===== src/rtl/sram_axi_bridge.sv =====
// Multi-port SRAM-like to single-beat AXI bridge.
// Fixed-priority arbitration, per-port read credit, one write in flight.
module sram_axi_bridge #(
    parameter int NUM_PORTS = 2,
    parameter int ADDR_W    = 32,
    parameter int RD_DEPTH  = 2,
    parameter int ID_W      = 1
) (
    input  logic                          clk,
    input  logic                          resetn,
    input  logic [NUM_PORTS-1:0]          s_req,
    input  logic [NUM_PORTS-1:0]          s_wr,
    input  logic [2*NUM_PORTS-1:0]        s_size,
    input  logic [4*NUM_PORTS-1:0]        s_wstrb,
    input  logic [ADDR_W*NUM_PORTS-1:0]   s_addr,
    input  logic [32*NUM_PORTS-1:0]       s_wdata,
    output logic [NUM_PORTS-1:0]          s_addr_ok,
    output logic [NUM_PORTS-1:0]          s_data_ok,
    output logic [31:0]                   s_rdata,
    output logic [ID_W-1:0]               arid,
    output logic [ADDR_W-1:0]             araddr,
    output logic [2:0]                    arsize,
    output logic                          arvalid,
    input  logic                          arready,
    input  logic [ID_W-1:0]               rid,
    input  logic [31:0]                   rdata,
    input  logic                          rvalid,
    output logic                          rready,
    output logic [ADDR_W-1:0]             awaddr,
    output logic [2:0]                    awsize,
    output logic                          awvalid,
    input  logic                          awready,
    output logic [31:0]                   wdata,
    output logic [3:0]                    wstrb,
    output logic                          wvalid,
    input  logic                          wready,
    input  logic                          bvalid,
    output logic                          bready
);
    localparam int CNT_W = 4;
    localparam logic [CNT_W-1:0] DEPTH = CNT_W'(RD_DEPTH);

    logic [CNT_W-1:0]     cnt [NUM_PORTS];
    logic                 wr_busy;
    logic [ID_W-1:0]      wr_owner;
    logic                 ar_free;
    logic                 b_ok;
    logic                 rd_err;
    logic [NUM_PORTS-1:0] grant;
    logic [NUM_PORTS-1:0] r_hit;
    logic                 gnt_rd;
    logic                 gnt_wr;
    logic [ID_W-1:0]      gnt_id;
    logic [ADDR_W-1:0]    gnt_addr;
    logic [1:0]           gnt_size;
    logic [31:0]          gnt_wdata;
    logic [3:0]           gnt_wstrb;

    assign ar_free = !arvalid || arready;
    assign b_ok    = bvalid && wr_busy;
    assign rready  = 1'b1;
    assign bready  = 1'b1;
    assign s_rdata = rdata;

    // Later (higher-index) eligible ports override earlier ones.
    always_comb begin
        grant     = '0;
        gnt_rd    = 1'b0;
        gnt_wr    = 1'b0;
        gnt_id    = '0;
        gnt_addr  = '0;
        gnt_size  = '0;
        gnt_wdata = '0;
        gnt_wstrb = '0;
        for (int i = 0; i < NUM_PORTS; i++) begin
            if (s_req[i] && (s_wr[i]
                    ? (cnt[i] == '0 && !wr_busy && !awvalid && !wvalid)
                    : (cnt[i] < DEPTH && !wr_busy && ar_free))) begin
                grant     = '0;
                grant[i]  = 1'b1;
                gnt_rd    = !s_wr[i];
                gnt_wr    = s_wr[i];
                gnt_id    = ID_W'(i);
                gnt_addr  = s_addr[i*ADDR_W +: ADDR_W];
                gnt_size  = s_size[i*2 +: 2];
                gnt_wdata = s_wdata[i*32 +: 32];
                gnt_wstrb = s_wstrb[i*4 +: 4];
            end
        end
    end

    always_comb begin
        r_hit     = '0;
        s_data_ok = '0;
        for (int i = 0; i < NUM_PORTS; i++) begin
            r_hit[i]     = rvalid && rid == ID_W'(i) && cnt[i] != '0;
            s_data_ok[i] = resetn
                && (r_hit[i] || (b_ok && wr_owner == ID_W'(i)));
        end
        rd_err    = rvalid && r_hit == '0;
        s_addr_ok = grant & {NUM_PORTS{resetn}};
    end

    always_ff @(posedge clk or negedge resetn) begin
        if (!resetn) begin
            arvalid  <= 1'b0;
            arid     <= '0;
            araddr   <= '0;
            arsize   <= '0;
            awvalid  <= 1'b0;
            awaddr   <= '0;
            awsize   <= '0;
            wvalid   <= 1'b0;
            wdata    <= '0;
            wstrb    <= '0;
            wr_busy  <= 1'b0;
            wr_owner <= '0;
            for (int i = 0; i < NUM_PORTS; i++) cnt[i] <= '0;
        end else begin
            if (arready) arvalid <= 1'b0;
            if (gnt_rd) begin
                arvalid <= 1'b1;
                arid    <= gnt_id;
                araddr  <= gnt_addr;
                arsize  <= {1'b0, gnt_size};
            end
            if (awready) awvalid <= 1'b0;
            if (wready) wvalid <= 1'b0;
            if (b_ok) wr_busy <= 1'b0;
            if (gnt_wr) begin
                awvalid  <= 1'b1;
                wvalid   <= 1'b1;
                awaddr   <= gnt_addr;
                awsize   <= {1'b0, gnt_size};
                wdata    <= gnt_wdata;
                wstrb    <= gnt_wstrb;
                wr_busy  <= 1'b1;
                wr_owner <= gnt_id;
            end
            for (int i = 0; i < NUM_PORTS; i++) begin
                if (grant[i] && gnt_rd && !r_hit[i])
                    cnt[i] <= cnt[i] + 1'b1;
                else if (r_hit[i] && !(grant[i] && gnt_rd))
                    cnt[i] <= cnt[i] - 1'b1;
            end
        end
    end

    // An R beat for a port with nothing outstanding is a slave protocol error.
    a_r_owner: assert property (@(posedge clk) disable iff (!resetn) !rd_err);

endmodule


===== config.mk =====
export PLATFORM = sky130hd
export DESIGN_NAME = sram_axi_bridge
export DESIGN_NICKNAME = d
export VERILOG_FILES = /design/src/rtl/sram_axi_bridge.sv
export SDC_FILE = /design/constraint.sdc
export NUM_CORES = 1
export LEC_CHECK = 0
export ABC_AREA = 1
export BUFFER_PORTS_ARGS = -buffer_cell sky130_fd_sc_hd__buf_2
export CAP_MARGIN = 10
export CORE_ASPECT_RATIO = 0.6
export CORE_UTILIZATION = 46
export DETAILED_ROUTE_END_ITERATION = 6
export GPL_ROUTABILITY_DRIVEN = 0
export PLACE_DENSITY = 0.81
export RECOVER_POWER = 25
export SLEW_MARGIN = 20
export SYNTH_ARGS = -nofsm -noshare
export SYNTH_HDL_FRONTEND = slang
export SYNTH_SLANG_ARGS = --single-unit

===== constraint.sdc =====
create_clock -name clk -period 3.1 [get_ports clk]
set_input_delay 0.31 -clock clk [delete_from_list [all_inputs] [get_ports clk]]
set_output_delay 0.31 -clock clk [all_outputs]
set_load 0.1 [all_outputs]

==> After elaboration in Yosys (flattened, before gate mapping) <==
Cells that the tools add are included.
{ "word_totals": {"regBits": 118, "in_bits": 184, "out_inout_bits": 148, "elab_cells": 102} }
{ "op_classes": {"addsub": 4, "order_cmp": 2, "muxes": 29, "bitwise": 3, "reduce_logical": 50} }
{ "ops": {"columns": ["cell", "n"], "rows": [
  ["32-bit two-way mux", 4],
  ["1-bit logical AND", 27],
  ["4-bit two-way mux", 6],
  ["1-bit two-way mux", 16],
  ["2-bit nonzero test", 6],
  ["1-bit logical NOT", 10],
  ["4-bit by 1-bit adder with 4-bit output (second input constant)", 2],
  ["4-bit logical NOT", 2],
  ["4-bit by 2-bit less-than comparator with 1-bit output (second input constant)", 2],
  ["4-bit nonzero test", 2],
  ["4-bit by 1-bit subtractor with 4-bit output (second input constant)", 2],
  ["2-bit two-way mux", 3],
  ["1-bit logical OR", 3],
  ["2-bit AND", 1],
  ["1-bit inverter", 2]
]} }

==> Depth between registers and ports, before layout <==
Gate-level depths: netlist of run 1.
{ "depth": {"ltp_word": 13, "depth_mapped": 18, "ltp_nobuf": 15} }

==> Worst setup path before layout of run 1 <==
OpenSTA, ideal clock, no wires.
{ "synth_path": {"path_type": "register to output", "start": "reg arvalid", "end": "out s_addr_ok[0]", "t_arrival_ns": 3.043, "required_time_ns": 2.790, "setup_slack_ns": -0.253, "path_stages_with_launch": 9, "n_path_buf": 2, "path_cell_list": "dfrtp_1 -> nand2_1 -> nand3_1 -> nand2_1 -> nand3_2 -> buf_6 -> buf_2 -> nand2_1 -> nor2_1"} }
{ "synth_between": {"elab_chain_cells": 8, "elab_cells_between_ends": 11, "cone_classes": "4 x mux; 1 x bitwise; 6 x reduce/logical"} }
{ "synth_rtl": {"columns": ["item", "line_no", "text"], "rows": [
  ["from (decl)", "23", "output logic arvalid,"],
  ["from (signal assigned)", "106", "arvalid <= 1'b0;"],
  ["from (signal assigned)", "120", "if (arready) arvalid <= 1'b0;"],
  ["from (signal assigned)", "122", "arvalid <= 1'b1;"],
  ["1-bit logical NOT (*)", "59", "assign ar_free = !arvalid || arready;"],
  ["1-bit logical OR (*)", "59", null],
  ["1-bit logical AND", "78", ": (cnt[i] < DEPTH && !wr_busy && ar_free))) begin"],
  ["1-bit two-way mux", "77", "? (cnt[i] == '0 && !wr_busy && !awvalid && !wvalid)"],
  ["1-bit logical AND", "76", "if (s_req[i] && (s_wr[i]"],
  ["1-bit two-way mux", "76", null],
  ["2-bit two-way mux (*)", "76", null],
  ["2-bit AND (*)", "101", "s_addr_ok = grant & {NUM_PORTS{resetn}};"],
  ["to (decl)", "17", "output logic [NUM_PORTS-1:0] s_addr_ok,"]
]} }
Mark *: on every way between the ends. The rest lies on a longest branch, timed or not.

==> Worst setup path in the final report of run 1 <==
{ "layout_path": {"start": "reg cnt[1] in the netlist's numbering", "end": "out s_addr_ok[0]"} }
{ "layout_between": {"elab_chain_cells": 8, "elab_cells_between_ends": 11, "cone_classes": "1 x order compare; 2 x mux; 1 x bitwise; 7 x reduce/logical"} }
{ "layout_rtl": {"columns": ["item", "line_no", "text"], "rows": [
  ["from (decl)", "43", "logic [CNT_W-1:0] cnt [NUM_PORTS];"],
  ["from (signal, indexed assignment)", "142", "cnt[i] <= cnt[i] + 1'b1;"],
  ["from (signal, indexed assignment)", "144", "cnt[i] <= cnt[i] - 1'b1;"],
  ["parallel branches: the longest is 4 deep, another holds 4-bit by 2-bit less-than comparator with 1-bit output", null, null],
  ["1-bit two-way mux (*)", "77", null],
  ["1-bit logical AND (*)", "76", null],
  ["2-bit two-way mux (*)", "76", null],
  ["2-bit AND (*)", "101", null]
]} }
Mark *: on every way between the ends.

==> results.cfg, run 1 <==
[outcome]
status = complete, no violations

[die]
rows = 33
die_x_um = 155
start_util = 0.471
ios = 332
die_y_um = 93.7
dieArea_mm2 = 0.0145
core-area_mm2 = 0.0137

[timing]
fin_crit_ns = 2.82
fmax_mhz = 355
setup_tns_ns = 0
setup_viol = 0
maxSlewViolCount = 0
fin_skew_ns = 0.00977
slew_headroom = 0.0411
finalHoldViolations = 0
period_share = 0.909
rsz0062_at_grt = false
worst_slew_pin_slew_ns = 1.44

[hold_path]
worstHoldPathCells = 2
worst_hold_path.endpoint = awvalid$_DFFE_PN0P_
min_path_type = in2reg
hp-start = awready

[worst_setup_path]
worstSetupStartpointType = register
worstPathCellList = inv_1 > nand3_1 > nand2_1 > nand3_2 > buf_4 > nand2_1 > nor2_2 > buf_12
reg2reg_slack_ns = 0.57
startpoint = cnt[1]$_DFFE_PN0P_
cp_top_family = buffers and inverters
slowest_delay_ns = 0.63
worstPathMaxFanout = 73
cp_data_required_time_ns = 2.79
cp_data_arrival_time_ns = 2.51
slowest_stage = buf_4
crit_top_cell = nand2_1
worst-path-buf-inv = 3
worst_setup_path_end_kind = output pin
r2r_cells = 9
r2r-start = cnt[1]$_DFFE_PN0P_
r2r_end = araddr[3]$_DFFE_PN0P_
critPathKind = reg2out

[yosys]
synth-edff-count = 0
yosys.area_share.adder = 0.0179
synthMuxAreaShare = 0
synthXorXnorAreaFrac = 0.00816
ys_seq_elements = 118
yosysUniqueCellTypes = 29
yosysWarnings = 0
async_flop_share = 1.00
syn_area_mm2 = 0.00644
synthCells = 835
synth-compound-area-share = 0.0136
synth_top_family_by_area = simple AND/OR/NAND/NOR gates
yosys_most_used_dff = dfrtp_1
ys_seq_area_frac = 0.458
syn_avg_cell_area_um2 = 7.71
synthSimpleGateAreaFrac = 0.399

[layout]
regArea_mm2 = 0.00295
syn_to_final_growth_pct = 26.9
layout.nets = 1234
multi_input_area_mm2 = 0.00286
drive_gt1_frac = 0.329
fillers = 1239

[route]
vias = 6397
wirelength_um = 18900
drtPass1Iterations = 5
post_drt_via_cell_ratio = 5.13
wl_per_cell_um = 15.1
drtAntennaViolNets = 0
drt_iter0_drc = 376
remaining_drc_errors = 0

[pwr]
ir_drop_uv = 506
pwr-share-seq = 0.264
p_clk_frac = 0.241
p_leak_nw = 4.91
powerDensity_mw_per_mm2 = 1010
p_comb_frac = 0.495
sw_frac_of_total = 0.527
internal_power_mw = 3.91
switching_power_mw = 4.36
power_mw = 8.27

[clock_tree]
ctsResizeCount = 0
clkSinkCount = 118
clockBufferDepth = 2
cts-root-buf = clkbuf_16
path_clk_slew_ns = 0.06
postCtsSetupBuffers = 0
cts_tree = done
cts_buffers = 17
cts-hold-fix-buffers = 1
htreeDepth = 4
insertion_delay_ns = 0.40

[global_routing]
grt_pass1_wl_um = 30300
grt_max_degree = 74
overflow = 0
grt_pass1_vias = 5806
track_usage = 0.269
grt_antenna_before_repair = 1

[placement]
io_buffers = 263
place_hpwl_um = 13300

[run]
max-cap-violations = 0
==> per-layer routing <==
metal / part of all wire / vias to the layer above / track usage
li1: - / 3046 / -
met4: 0.012 / 0 / 0.0751
met5: 0 / - / 0
met3: 0.089 / 17 / 0.0844
met2: 0.43 / 317 / 0.391
met1: 0.47 / 3017 / 0.384
==> power groups by stage <==
| stage | logic, mW | registers (mW) | clock network [mW] |
|---|---|---|---|
| after floorplan | 1.33 | 4.35 | 0 |
| after global placement | 4.03 | 2.19 | 0 |
| after detailed placement | 4.07 | 2.19 | 0 |
| after CTS | 4.09 | 2.18 | 2.03 |
| after global routing | 4.31 | 2.22 | 2.10 |
| final | 4.09 | 2.18 | 2.00 |
==> synth_stat cells (3+ instances only) <==
cell type	count	area share
nor2_1	8	0.0047
o21ai_0	4	0.0031
dfrtp_1	118	0.46
nand3_1	158	0.12
buf_2	33	0.026
clkbuf_1	8	0.0047
xnor2_1	6	0.0082
a21oi_1	8	0.0062
nand2_1	367	0.21
nand2_2	3	0.0029
buf_1	5	0.0029
nand4_1	3	0.0029
nand3_2	28	0.044
nor2_2	3	0.0029
buf_8	4	0.0093
ha_1	6	0.012
buf_4	39	0.045
inv_1	17	0.0099
o21ai_1	4	0.0031
==> worst register-to-register path: cells and delay by family, from the launching register on <==
kind / cells / cell delay (ns)
buf+inv: 1 / 0.45
simple gates: 8 / 1.53
flops: 1 / 0.43
==> registers in the layout, indices dropped and copies added, names as in the netlist, 2 cells and up <==
name,flops
awsize,2
araddr,32
wdata,32
cnt,8
arsize,2
wstrb,4
awaddr,32
==> kinds of logic after synthesis <==
logic type / Yosys count
other cells: 2
simple gates: 574
fa+ha+maj: 8
compound gates: 17
buf+inv: 110
xor+xnor: 6
flops: 118
==> how the worst max path moves through the flow <==
stage                     slack [ns]               endpoint  cells after the start
after floorplan                 0.11     cnt[7]$_DFFE_PN0P_                     17
after CTS                       0.31           s_addr_ok[0]                      8
final                           0.28           s_addr_ok[0]                      8
after detailed placement        0.63  araddr[0]$_DFFE_PN0P_                      9
after global routing            0.08           s_addr_ok[0]                      8
after global placement          0.66   wdata[4]$_DFFE_PN0P_                     12
==> layout by cell type, fill, tap and decap left out, types with 2 or more instances in the layout <==
cell type / Yosys / layout
xnor2_1: 6 / 6
o21ai_1: 4 / 4
ha_1: 6 / 6
inv_2: 2 / 2
conb_1: 2 / 4
nor2_1: 8 / 6
nand4_1: 3 / 3
inv_6: 0 / 2
bufinv_16: 0 / 3
nand2_2: 3 / 3
clkinvlp_4: 0 / 3
a21oi_1: 8 / 8
nand3_2: 28 / 29
clkbuf_2: 0 / 2
buf_4: 39 / 11
fa_1: 2 / 2
nand3_1: 158 / 157
inv_1: 17 / 17
nand2_1: 367 / 367
buf_2: 33 / 260
clkinv_2: 0 / 2
nor2_4: 1 / 2
dfrtp_1: 118 / 117
clkbuf_1: 8 / 3
clkbuf_16: 0 / 17
buf_12: 0 / 2
o21ai_0: 4 / 4
nor2_2: 3 / 4
==> per-stage QoR <==
step | worst slack (ns) | util | instance area [um2] | hold WS, ns | cells
finish | 0.283 | 0.598 | 8170 | 0.0808 | 1248
global route | 0.0843 | 0.598 | 8170 | 0.0665 | 1248
CTS | 0.306 | 0.598 | 8180 | 0.0662 | 1247
detailed placement | 0.627 | 0.554 | 7570 | 0.198 | 1214
global placement | 0.656 | 0.554 | 7570 | 0.195 | 1214
floorplan | 0.111 | - | 6450 | 0.0144 | 837
==> area by class of cell <==
class / count / share of cell area
Antenna cell: 1 / 0.000306
Clock buffer: 21 / 0.0551
Clock inverter: 11 / 0.0182
Inverter: 20 / 0.00949
Multi-Input combinational cell: 609 / 0.349
Sequential cell: 118 / 0.361
Tap cell: 192 / 0.0294
Timing Repair Buffer: 276 / 0.177
Power figures use the tool's default switching activity.
==> run 2: changes to the inputs <==
--- a/config.mk
+++ b/config.mk
@@ -8,11 +8,11 @@
 export ABC_AREA = 1
 export BUFFER_PORTS_ARGS = -buffer_cell sky130_fd_sc_hd__buf_2
 export CAP_MARGIN = 10
-export CORE_ASPECT_RATIO = 0.6
-export CORE_UTILIZATION = 46
+export CORE_AREA = 2 2 128 130
 export DETAILED_ROUTE_END_ITERATION = 6
+export DIE_AREA = 0 0 130 132
 export GPL_ROUTABILITY_DRIVEN = 0
-export PLACE_DENSITY = 0.81
+export PLACE_DENSITY = 0.73
 export RECOVER_POWER = 25
 export SLEW_MARGIN = 20
 export SYNTH_ARGS = -nofsm -noshare
==> constraint.sdc (replaced) <==
create_clock -name clk -period 3.5 [get_ports clk]
set_input_delay 0.35 -clock clk [delete_from_list [all_inputs] [get_ports clk]]
set_output_delay 0.35 -clock clk [all_outputs]
set_load 0.1 [all_outputs]
==> run 2 against run 1 <==
Compared with the run above: sequential power fell by 12%; final area up 1.1%; die area up 18%; critical endpoint unchanged.
==> results.cfg, run 2 (same netlist as run 1, synthesis figures left out) <==
[layout]
drive_gt1_frac = 0.328
layout_commonest_cell = nand2_1
final_cell_mix = 367 x nand2_1, 261 x buf_2, 157 x nand3_1
final_area_mm2 = 0.00827
layout.nets = 1235
reg.largest.list = araddr (32), awaddr (32), wdata (32)
syn_to_final_growth_pct = 28.3

[global_routing]
grt_pass1_wl_um = 29700
grt_pass1_vias = 5973
gr-usage-met2 = 0.379
track_usage = 0.220
grt_antenna_before_repair = 1
use_met1 = 0.262
grt_max_degree = 74
overflow = 0
grt-busiest-layer = met2
use_met3 = 0.0532

[clock_tree]
insertion_delay_ns = 0.42
cts_buffers = 17
cts_tree = done
clockBufferDepth = 2
postCtsSetupBuffers = 0
cts-root-buf = clkbuf_16
htreeDepth = 4
clkSinkCount = 118
path_clk_slew_ns = 0.06

[outcome]
status = complete, no violations

[timing]
fin_crit_ns = 2.75
finalHoldWorstSlack_ns = 0.0977
setup_viol = 0
fin_skew_ns = 0.00830
period_share = 0.786
worst_slew_pin_slew_ns = 1.47
rsz0062_at_grt = false
finalHoldViolations = 0
finalWorstSetupSlack_ns = 0.749
setup_tns_ns = 0
maxSlewViolCount = 0
slew_headroom = 0.0175
fmax_mhz = 363

[die]
start_util = 0.410
rows = 46
die_y_um = 132
die_x_um = 130
dieArea_mm2 = 0.0172
ios = 332
core-area_mm2 = 0.0157

[run]
max-cap-violations = 0

[pwr]
p_leak_nw = 4.95
ir_drop_uv = 415
powerDensity_mw_per_mm2 = 913

[placement]
placed_area_mm2 = 0.00758
place_hpwl_um = 13500
io_buffers = 263
preCtsSetupSlack_ns = 0.993

[route]
drtPass1Iterations = 5
wirelength_um = 19000
vias = 6298
remaining_drc_errors = 0
drt_iter0_drc = 308
drtAntennaViolNets = 0
post_drt_via_cell_ratio = 4.95
wl_per_cell_um = 14.9

[worst_setup_path]
cp_data_required_time_ns = 3.15
critPathKind = reg2out
cp_data_arrival_time_ns = 2.40
worstPathMaxFanout = 42
worst_setup_path_end_kind = output pin
worstSetupStartpointType = register

[hold_path]
min_path_type = in2reg
==> run 2: worst paths after layout <==
check | startpoint | endpoint | slack [ns] | depth (start not counted)
worst min register to register | wdata[26]$_DFFE_PN0P_ | wdata[26]$_DFFE_PN0P_ | 0.47 | 2
worst min-delay path | wready | wvalid$_DFFE_PN0P_ | 0.1 | 2
worst max register to register | cnt[3]$_DFFE_PN0P_ | araddr[27]$_DFFE_PN0P_ | 0.98 | 9
max in group asynchronous | resetn | awsize[1]$_DFFE_PN0P_ | 1.41 | 3
worst max-delay path | cnt[1]$_DFFE_PN0P_ | s_addr_ok[0] | 0.75 | 8
min in group asynchronous | resetn | awaddr[23]$_DFFE_PN0P_ | 0.34 | 2
==> run 2: final cells by class <==
cell class	instances	area [um2]
Tap cell	216	270
Sequential cell	118	2950
Clock inverter	12	224
Antenna cell	1	2.50
Clock buffer	20	457
Multi-Input combinational cell	609	2850
Inverter	20	77.6
Fill cell	1531	7450
Timing Repair Buffer	277	1430
==> run 2: repair_timing <==
| item | CTS | global route |
|---|---|---|
| hold buffers | 1 | 0 |
| endpoints found under the hold margin | 2 | 0 |
| resized for setup | 0 | 0 |
| setup endpoints to repair | 0 | 0 |
==> run 2: where the power goes <==
part	leakage [nW]	total (mW)	switching, mW	internal (mW)
sequential	1.60	1.92	0.232	1.69
combinational	3.03	3.62	2.99	0.630
clock	0.330	2.01	0.640	1.37
total	4.95	7.55	3.86	3.69
==> run 2: worst max-delay path, stage by stage, from the launching register on <==
cell	delay (ns)
dfrtp_1	0.41
inv_1	0.10
nand3_1	0.09
nand2_1	0.09
nand3_2	0.13
buf_4	0.41
nand2_1	0.18
nor2_1	0.13
buf_2	0.44
==> run 2: routing by layer <==
| metal | up-vias | wire (um) |
|---|---|---|
| li1 | 3058 | - |
| met1 | 2945 | 7900 |
| met2 | 248 | 9220 |
| met3 | 47 | 1270 |
| met4 | 0 | 587 |
| met5 | - | 0 |
==> run 2: through the flow <==
step,instances,total power [mW],util
6_report,1273,7.55,0.526
5_1_grt,1273,7.87,0.526
4_1_cts,1272,7.60,0.527
3_5_place_dp,1239,5.56,0.483
3_3_place_gp,1239,5.52,0.483
2_1_floorplan,837,5.03,-
